===== config.mk =====
export PLATFORM = sky130hd
export DESIGN_NAME = pc_predict_unit
export DESIGN_NICKNAME = d
export VERILOG_FILES = /design/src/rtl/pc_pkg.sv /design/src/rtl/pc_bht.sv /design/src/rtl/pc_predict_unit.sv
export SDC_FILE = /design/constraint.sdc
export NUM_CORES = 1
export LEC_CHECK = 0
export ABC_AREA = 1
export BUFFER_PORTS_ARGS = -buffer_cell sky130_fd_sc_hd__buf_4
export CORE_MARGIN = 3
export CORE_UTILIZATION = 47
export CTS_CLUSTER_SIZE = 40
export DETAILED_ROUTE_END_ITERATION = 16
export PLACE_DENSITY = 0.85
export SLEW_MARGIN = 20
export SYNTH_ARGS = -nofsm -noshare
export SYNTH_HDL_FRONTEND = slang
export SYNTH_SLANG_ARGS = --single-unit

===== constraint.sdc =====
create_clock -name clk -period 3.1 [get_ports clk]
set_input_delay 0.62 -clock clk [delete_from_list [all_inputs] [get_ports clk]]
set_output_delay 0.62 -clock clk [all_outputs]
set_load 0.02 [all_outputs]

===== src/rtl/pc_pkg.sv =====
// pc_pkg: shared definitions for the PC / branch-prediction unit.
//   - Branch codes used on ex_branch (BR_*).
//   - 2-bit saturating-counter values (CNT_*).
//   - bht_entry_t: per-entry prediction state held by pc_bht.
// No ports. Optional feature macro used by the users of this package: PC_BHT_EN.
package pc_pkg;

    localparam logic [2:0] BR_NONE = 3'b000;
    localparam logic [2:0] BR_NE   = 3'b001;  // BNE/BLT/BLTU: taken when zero is clear
    localparam logic [2:0] BR_EQ   = 3'b010;  // BEQ/BGE/BGEU: taken when zero is set
    localparam logic [2:0] BR_JAL  = 3'b011;
    localparam logic [2:0] BR_JALR = 3'b100;

    localparam logic [1:0] CNT_SNT = 2'b00;
    localparam logic [1:0] CNT_WNT = 2'b01;
    localparam logic [1:0] CNT_WT  = 2'b10;
    localparam logic [1:0] CNT_ST  = 2'b11;

    // Tag and target widths depend on the XLEN/BHT_DEPTH of each instance, so pc_bht
    // keeps those two fields in parallel arrays indexed like the entry array.
    typedef struct packed {
        logic       valid;
        logic [1:0] cnt;
    } bht_entry_t;

endpackage


===== src/rtl/pc_bht.sv =====
// pc_bht: direct-mapped branch history / target table.
// Ports:
//   clk, rst        clock, synchronous active-high reset (clears valid bits only)
//   rd_idx, rd_tag  lookup index/tag of the fetch PC
//   rd_taken        hit and counter predicts taken
//   rd_target       stored target of the looked-up entry
//   wr_en           train this edge (resolved branch in EX)
//   wr_idx, wr_tag  index/tag of the resolved branch PC
//   wr_taken        resolved direction
//   wr_target       resolved target
// Only instantiated when PC_BHT_EN is defined.
module pc_bht
    import pc_pkg::*;
#(
    parameter int unsigned XLEN      = 32,
    parameter int unsigned BHT_DEPTH = 64,
    localparam int unsigned IDX_W    = $clog2(BHT_DEPTH),
    localparam int unsigned TAG_W    = XLEN - IDX_W - 2
) (
    input  logic             clk,
    input  logic             rst,
    input  logic [IDX_W-1:0] rd_idx,
    input  logic [TAG_W-1:0] rd_tag,
    output logic             rd_taken,
    output logic [XLEN-1:0]  rd_target,
    input  logic             wr_en,
    input  logic [IDX_W-1:0] wr_idx,
    input  logic [TAG_W-1:0] wr_tag,
    input  logic             wr_taken,
    input  logic [XLEN-1:0]  wr_target
);

    bht_entry_t       entry_q  [BHT_DEPTH];
    logic [TAG_W-1:0] tag_q    [BHT_DEPTH];
    logic [XLEN-1:0]  target_q [BHT_DEPTH];

    bht_entry_t rd_entry, wr_entry;
    logic       rd_hit, wr_hit;
    logic [1:0] cnt_upd;

    // Lookup reads registered state, so a same-cycle write is seen only next cycle.
    assign rd_entry  = entry_q[rd_idx];
    assign rd_hit    = rd_entry.valid && (tag_q[rd_idx] == rd_tag);
    assign rd_taken  = rd_hit && rd_entry.cnt[1];
    assign rd_target = target_q[rd_idx];

    assign wr_entry = entry_q[wr_idx];
    assign wr_hit   = wr_entry.valid && (tag_q[wr_idx] == wr_tag);

    always_comb begin
        cnt_upd = wr_entry.cnt;
        if (!wr_hit) begin
            cnt_upd = wr_taken ? CNT_WT : CNT_WNT;
        end else if (wr_taken) begin
            if (wr_entry.cnt != CNT_ST) cnt_upd = wr_entry.cnt + 2'd1;
        end else begin
            if (wr_entry.cnt != CNT_SNT) cnt_upd = wr_entry.cnt - 2'd1;
        end
    end

    always_ff @(posedge clk) begin
        if (rst) begin
            for (int i = 0; i < int'(BHT_DEPTH); i++) begin
                entry_q[i].valid <= 1'b0;
            end
        end else if (wr_en) begin
            entry_q[wr_idx] <= '{valid: 1'b1, cnt: cnt_upd};
        end
    end

    // Tag/target need no reset; a cleared valid bit masks them.
    always_ff @(posedge clk) begin
        if (!rst && wr_en) begin
            tag_q[wr_idx] <= wr_tag;
            if (!wr_hit || wr_taken) target_q[wr_idx] <= wr_target;
        end
    end

endmodule


===== src/rtl/pc_predict_unit.sv =====
// pc_predict_unit: fetch PC register with next-PC prediction and EX-stage branch resolution.
// Ports:
//   clk, rst        clock, synchronous active-high reset
//   stall           hold the fetch PC (overridden by flush)
//   if_pc           registered fetch PC
//   if_pred_taken   prediction for if_pc
//   if_pred_target  predicted next PC for if_pc
//   ex_*            EX-stage instruction: valid, pc, branch code, zero flag, imm, ALU result,
//                   and the prediction it was fetched with
//   ex_link         ex_pc + 4
//   ex_taken        resolved direction
//   flush           mispredict: kill IF/ID, corrected PC loads on this edge
// Macro PC_BHT_EN: defined -> dynamic prediction via pc_bht; undefined -> static not-taken.
module pc_predict_unit
    import pc_pkg::*;
#(
    parameter int unsigned    XLEN      = 32,
    parameter int unsigned    BHT_DEPTH = 64,
    parameter logic [XLEN-1:0] RESET_PC = '0
) (
    input  logic            clk,
    input  logic            rst,
    input  logic            stall,
    output logic [XLEN-1:0] if_pc,
    output logic            if_pred_taken,
    output logic [XLEN-1:0] if_pred_target,
    input  logic            ex_valid,
    input  logic [XLEN-1:0] ex_pc,
    input  logic [2:0]      ex_branch,
    input  logic            ex_zero,
    input  logic [XLEN-1:0] ex_imm,
    input  logic [XLEN-1:0] ex_aluout,
    input  logic            ex_pred_taken,
    input  logic [XLEN-1:0] ex_pred_target,
    output logic [XLEN-1:0] ex_link,
    output logic            ex_taken,
    output logic            flush
);

    localparam logic [XLEN-1:0] PC_STEP = XLEN'(4);

    if (BHT_DEPTH < 4 || (BHT_DEPTH & (BHT_DEPTH - 1)) != 0) begin : g_bad_depth
        $error("BHT_DEPTH must be a power of two and at least 4");
    end

    logic [XLEN-1:0] pc_q, pc_plus4;
    logic [XLEN-1:0] br_target, actual_next;
    logic            taken, is_branch;

    assign pc_plus4 = pc_q + PC_STEP;
    assign if_pc    = pc_q;

    // Resolution
    always_comb begin
        taken     = 1'b0;
        br_target = ex_pc + ex_imm;
        case (ex_branch)
            BR_NE:   taken = ~ex_zero;
            BR_EQ:   taken = ex_zero;
            BR_JAL:  taken = 1'b1;
            BR_JALR: begin
                taken     = 1'b1;
                br_target = ex_aluout & ~XLEN'(1);
            end
            default: taken = 1'b0;
        endcase
    end

    assign is_branch   = (ex_branch != BR_NONE);
    assign ex_link     = ex_pc + PC_STEP;
    assign ex_taken    = taken;
    assign actual_next = taken ? br_target : ex_link;
    assign flush       = ex_valid && is_branch &&
                         ((taken != ex_pred_taken) || (taken && (br_target != ex_pred_target)));

`ifdef PC_BHT_EN
    localparam int unsigned IDX_W = $clog2(BHT_DEPTH);

    logic            bht_taken;
    logic [XLEN-1:0] bht_target;

    pc_bht #(
        .XLEN      (XLEN),
        .BHT_DEPTH (BHT_DEPTH)
    ) u_bht (
        .clk       (clk),
        .rst       (rst),
        .rd_idx    (pc_q[IDX_W+1:2]),
        .rd_tag    (pc_q[XLEN-1:IDX_W+2]),
        .rd_taken  (bht_taken),
        .rd_target (bht_target),
        .wr_en     (ex_valid && is_branch),
        .wr_idx    (ex_pc[IDX_W+1:2]),
        .wr_tag    (ex_pc[XLEN-1:IDX_W+2]),
        .wr_taken  (taken),
        .wr_target (br_target)
    );

    assign if_pred_taken  = bht_taken;
    assign if_pred_target = bht_taken ? bht_target : pc_plus4;
`else
    // Static not-taken: every taken branch or jump resolves as a mispredict.
    assign if_pred_taken  = 1'b0;
    assign if_pred_target = pc_plus4;
`endif

    always_ff @(posedge clk) begin
        if (rst) begin
            pc_q <= RESET_PC;
        end else if (flush) begin
            pc_q <= actual_next;
        end else if (stall) begin
            pc_q <= pc_q;
        end else if (if_pred_taken) begin
            pc_q <= if_pred_target;
        end else begin
            pc_q <= pc_plus4;
        end
    end

endmodule


== Word-level counts from Yosys, hierarchy flattened ==
Cells that the tools add are included.

* Add/subtract/negate cells: 3
* $mul: 0
* Div/mod/pow operators: 0
* Order comparisons: 0
* Eq/ne operators: 7
* Shifts and indexed selects: 0
* Muxes and demuxes: 5
* Bitwise operators: 1
* Reduce and logical (&&, ||, !) cells: 6

{| class="wikitable"
|+ Operator list
! kind !! number
|-
| 32-bit 2-to-1 mux || 4
|-
| 32-bit by 3-bit adder with 32-bit output, second input constant || 2
|-
| 32-bit adder || 1
|-
| 32-bit != test || 1
|-
| 3-bit by 2-bit equality test with 1-bit output, second input constant || 2
|-
| 3-bit by 1-bit equality test with 1-bit output, second input constant || 1
|-
| 3-bit equality test, second input constant || 1
|-
| 1-bit logical AND || 3
|-
| 1-bit case mux with 3 select lines || 1
|-
| 3-bit nonzero test || 1
|-
| 2-bit by 1-bit != test with 1-bit output, second input constant || 1
|-
| 2-bit OR reduction || 1
|-
| 1-bit logical OR || 1
|-
| 1-bit != test || 1
|-
| 1-bit inverter || 1
|}

* Flip-flop bits (word level): 32
* Latch bits: 0
* RAM bits: 0
* ROM bits: 0
* Input bits: 137
* Output and inout port bits: 99
* Memories kept: 0

== Depth between registers and ports, before layout ==
* Depth after elaboration: 7
* Gate-level depth with buffers: 25

== Worst setup path after synthesis ==
Ideal clock, no wire load.

* Path type: input to output
* From: input port ex_pc[0]
* To: output port flush
* Arrival time: 2.667 ns
* Slack: -0.187 ns
* Stages on the path: 21
* Buffers on the path: 0
* Path through: ha_1 > inv_1 > fa_1 > inv_1 > nand3_1 > nand2_1 > nand3_1 > nand3_1 > nand2_1 > nand2_1 > nand2_1 > nand3_1 > nand2_1 > nand2_1 > nand2_1 > nor2_1 > nand2_1 > nor2_1 > nand3_2 > nand2_2 > inv_1

* Word-level cells in the longest chain between the ends: 6

{| class="wikitable"
|+ Ends and longest elaborated chain
! element !! RTL line !! source
|-
| from (decl) || pc_predict_unit.sv:28 || <nowiki>input logic [XLEN-1:0] ex_pc,</nowiki>
|-
| 32-bit adder || pc_predict_unit.sv:56 || <nowiki>br_target = ex_pc + ex_imm;</nowiki>
|-
| 32-bit 2-to-1 mux || pc_predict_unit.sv:57 || <nowiki>case (ex_branch)</nowiki>
|-
| 32-bit != test || pc_predict_unit.sv:74 || <nowiki>((taken != ex_pred_taken) || (taken && (br_target != ex_pred_target)));</nowiki>
|-
| 1-bit logical AND || pc_predict_unit.sv:74 ||
|-
| 1-bit logical OR || pc_predict_unit.sv:74 ||
|-
| 1-bit logical AND || pc_predict_unit.sv:73 || <nowiki>assign flush = ex_valid && is_branch &&</nowiki>
|-
| to (decl) || pc_predict_unit.sv:37 || <nowiki>output logic flush</nowiki>
|}

Every way passes these cells.

== Worst setup path after layout ==
Ends and elaborated chain as after synthesis.

==> results.yml <==
sta:
  timing.final.ws_setup_ps: -565.3
  rsz0062_at_grt: "yes"
  final_hold_viol_count: 0
  finalSetupViolations: 33
  clock.fmax_ghz: 0.2728
  hold_slack_ps: 493.6
  worst_slew_pin_slew_ps: 938.7
  post-route-period-util: 1.182
  slew_violations: 0
  slew_headroom: 0.3735
  clock_skew_ps: 10.92
  period_minus_slack_ps: 3665
logic_synthesis:
  syn_inst: 1317
  ys_async_sr_fraction: 0
  yosysMostFrequentCell: "nand2_1"
  synth_area_leader_cell: "nand2_1"
  synth_seq_area_share: 0.09524
  synth_edf_count: 0
  yosysWarnings: 0
  netlist_area_sq_um: 6726
  synthFlopType: "dfxtp_1"
  synth_cell_types: 37
  yosysTopAreaCellShare: 0.2824
  synth.avg_cell_area_sq_um: 5.107
  synthTopCellsByArea: "nand2_1 28%, nand3_1 13%, inv_1 11%"
  ys_ff_latch: 32
  synth_nets: 1488
  synth_common_cells: "506 x nand2_1, 204 x inv_1, 175 x nand3_1"
job:
  max-cap-violations: 0
finish:
  area_growth_pct: 60.18
  largest_reg_flops: 32
  fillerInstances: 1090
  stdcell_area_sq_um: 10770
  layout.nets: 1847
  drive_gt1_frac: 0.3526
  fin_util: 0.7732
  diodes: 0
worst_hold_path:
  holdPathEnd: "if_pc[0]"
  worstHoldPathCells: 2
  hp-class: "flip-flop to flip-flop"
  worstHoldStart: "if_pc[0]"
drt:
  ant_nets: 0
  dr.pass1.iters: 5
  num_vias: 10012
  drt_iter0_markers: 876
  avgViaCountPerCell: 5.394
  drcViolationCount: 0
  wirelength_um: 28780
  wire_per_inst_um: 15.51
critical_path:
  crit_type: "input port to primary output"
  path_max_fanout: 3
  r2r-end: "if_pc[26]"
  r2r_slack_ps: 600
  crit_required_ps: 2480
  startpoint: "ex_pc[0]"
  r2r_cells: 13
  arrival_ps: 3050
  start_kind: "input port"
  reg2reg_from: "if_pc[14]"
  cp-end-kind: "primary output"
power:
  ir_drop_mv: 0.1807
  leakage_uw: 0.005988
  p_per_area_nw_per_um2: 271.0
cts:
  htree_levels: 2
  path_clk_slew_ps: 50
  numCtsBuffers: 5
  clock_sink_count: 32
  clockBufferDepth: 2
  clk_latency_ps: 290
  cts_tree: "done"
  cts_hold_buf: 0
  cts-root-buf: "clkbuf_16"
global_routing:
  grt_pass1_wl_um: 42970
  track_usage: 0.3286
  overflow: 0
  antenna_found_initial: 0
  grt_max_degree: 54
  grt_pass1_vias: 9059
run_status:
  violations: "negative setup slack"
  status: "finished with violations"
floorplan:
  die-area_sq_um: 15780
  io_pins: 236
  core_area_sq_um: 13930
  placementRows: 43
  floorplan.initialDensity: 0.4827
  fp.dieH_um: 125.6
  die_x_um: 125.6
placement:
  port_buffers: 233
  gp_congestion: 0.9884
  dp_hpwl_um: 21900
  dpl_cell_area_sq_um: 9622
## routing by layer
| layer | vias up | share of wire | GRT usage | wire (um) |
|---|---|---|---|---|
| met5 | - | 0 | 0 | 0 |
| met4 | 0 | 0.052 | 0.1480 | 1510 |
| met3 | 124 | 0.083 | 0.03605 | 2375 |
| met2 | 525 | 0.48 | 0.5743 | 13870 |
| met1 | 4509 | 0.38 | 0.4060 | 11020 |
| li1 | 4854 | - | - | - |
## worst max-delay path, stage by stage
cell and delay, ps:
buf_8 80, ha_4 150, inv_2 40, fa_2 410
inv_2 100, nand3_2 90, nand2_2 130, nand2_2 100
nand2_4 110, nand2_1 80, nand2_1 70, nand2_1 60
nand3_2 90, nand2_2 50, nand2_1 50, nand3_1 90
nor2_1 100, nand2_1 80, nor2_2 130, nand3_2 140
nand2_4 110, inv_4 40, buf_6 120
## through the flow
stage	power [uW]	worst slack, ps	setup TNS, ps	instances
after floorplan	1461	4.280	0	1317
after global placement	2188	-565.7	-13510	1831
after detailed placement	2217	-611.7	-15650	1831
after CTS	2758	-460.4	-2875	1850
after global routing	3113	-728.8	-13300	1856
final	2920	-565.3	-6650	1856
## what timing repair did
| action | CTS | global route |
|---|---|---|
| pin swaps | 26 | 49 |
| setup endpoints to repair | 43 | 49 |
| buffers inserted | 10 | 6 |
| gates cloned | 2 | 0 |
| resized for setup | 70 | 119 |
## worst max-delay path by stage
stage                       end  cells after the start
final                     flush                     23
after global routing      flush                     23
after CTS                 flush                     23
after detailed placement  flush                     21
after global placement    flush                     23
after floorplan           flush                     20
## cell usage in the layout, fill, tap and decap left out, types with 5 or more instances in the layout
cell type  instances
buf_6              7
nand4_1           14
nand3b_1          19
nand2_1          470
nor2_1            50
clkbuf_16          5
inv_2              6
nand3_2           29
nand3_1          141
a21oi_2            8
nor3_2             5
nand3_4            6
xnor2_2            5
xor2_1            35
or2_2             23
buf_4            375
inv_1            198
xor2_2             7
ha_1              16
a21oi_1           44
xnor2_1            8
o21ai_0           35
dfxtp_1           21
nor2_2            23
dfxtp_2           10
ha_4              15
nand2_2           36
nor3_1            18
## report_power, final
group / switching (uW) / internal (uW) / leakage, uW
clock network: 181 / 291 / 0.0000667
registers: 58.8 / 455 / 0.000268
logic: 1100 / 837 / 0.00565
total: 1340 / 1580 / 0.00599
## logic make-up after synthesis
logic type | after synthesis | synth area share
buffers and inverters | 245 | 0.1458
adders and majority gates | 34 | 0.06436
other | 1 | 0.0005575
AOI/OAI and AO/OA | 94 | 0.07254
and+or+nand+nor | 856 | 0.5499
DFF | 32 | 0.09524
xor gates and xnor gates | 55 | 0.07161
## cell type report
type	instances	area, sq um	share of cell area
Multi-Input combinational cell	1040	5903	0.5479
Timing Repair Buffer	391	3079	0.2858
Inverter	206	775.7	0.07200
Sequential cell	32	656.9	0.06097
Tap cell	180	225.2	0.02090
Clock buffer	6	128.9	0.01196
Clock inverter	1	5.005	0.0004645
(Power assumes the default switching activity.)
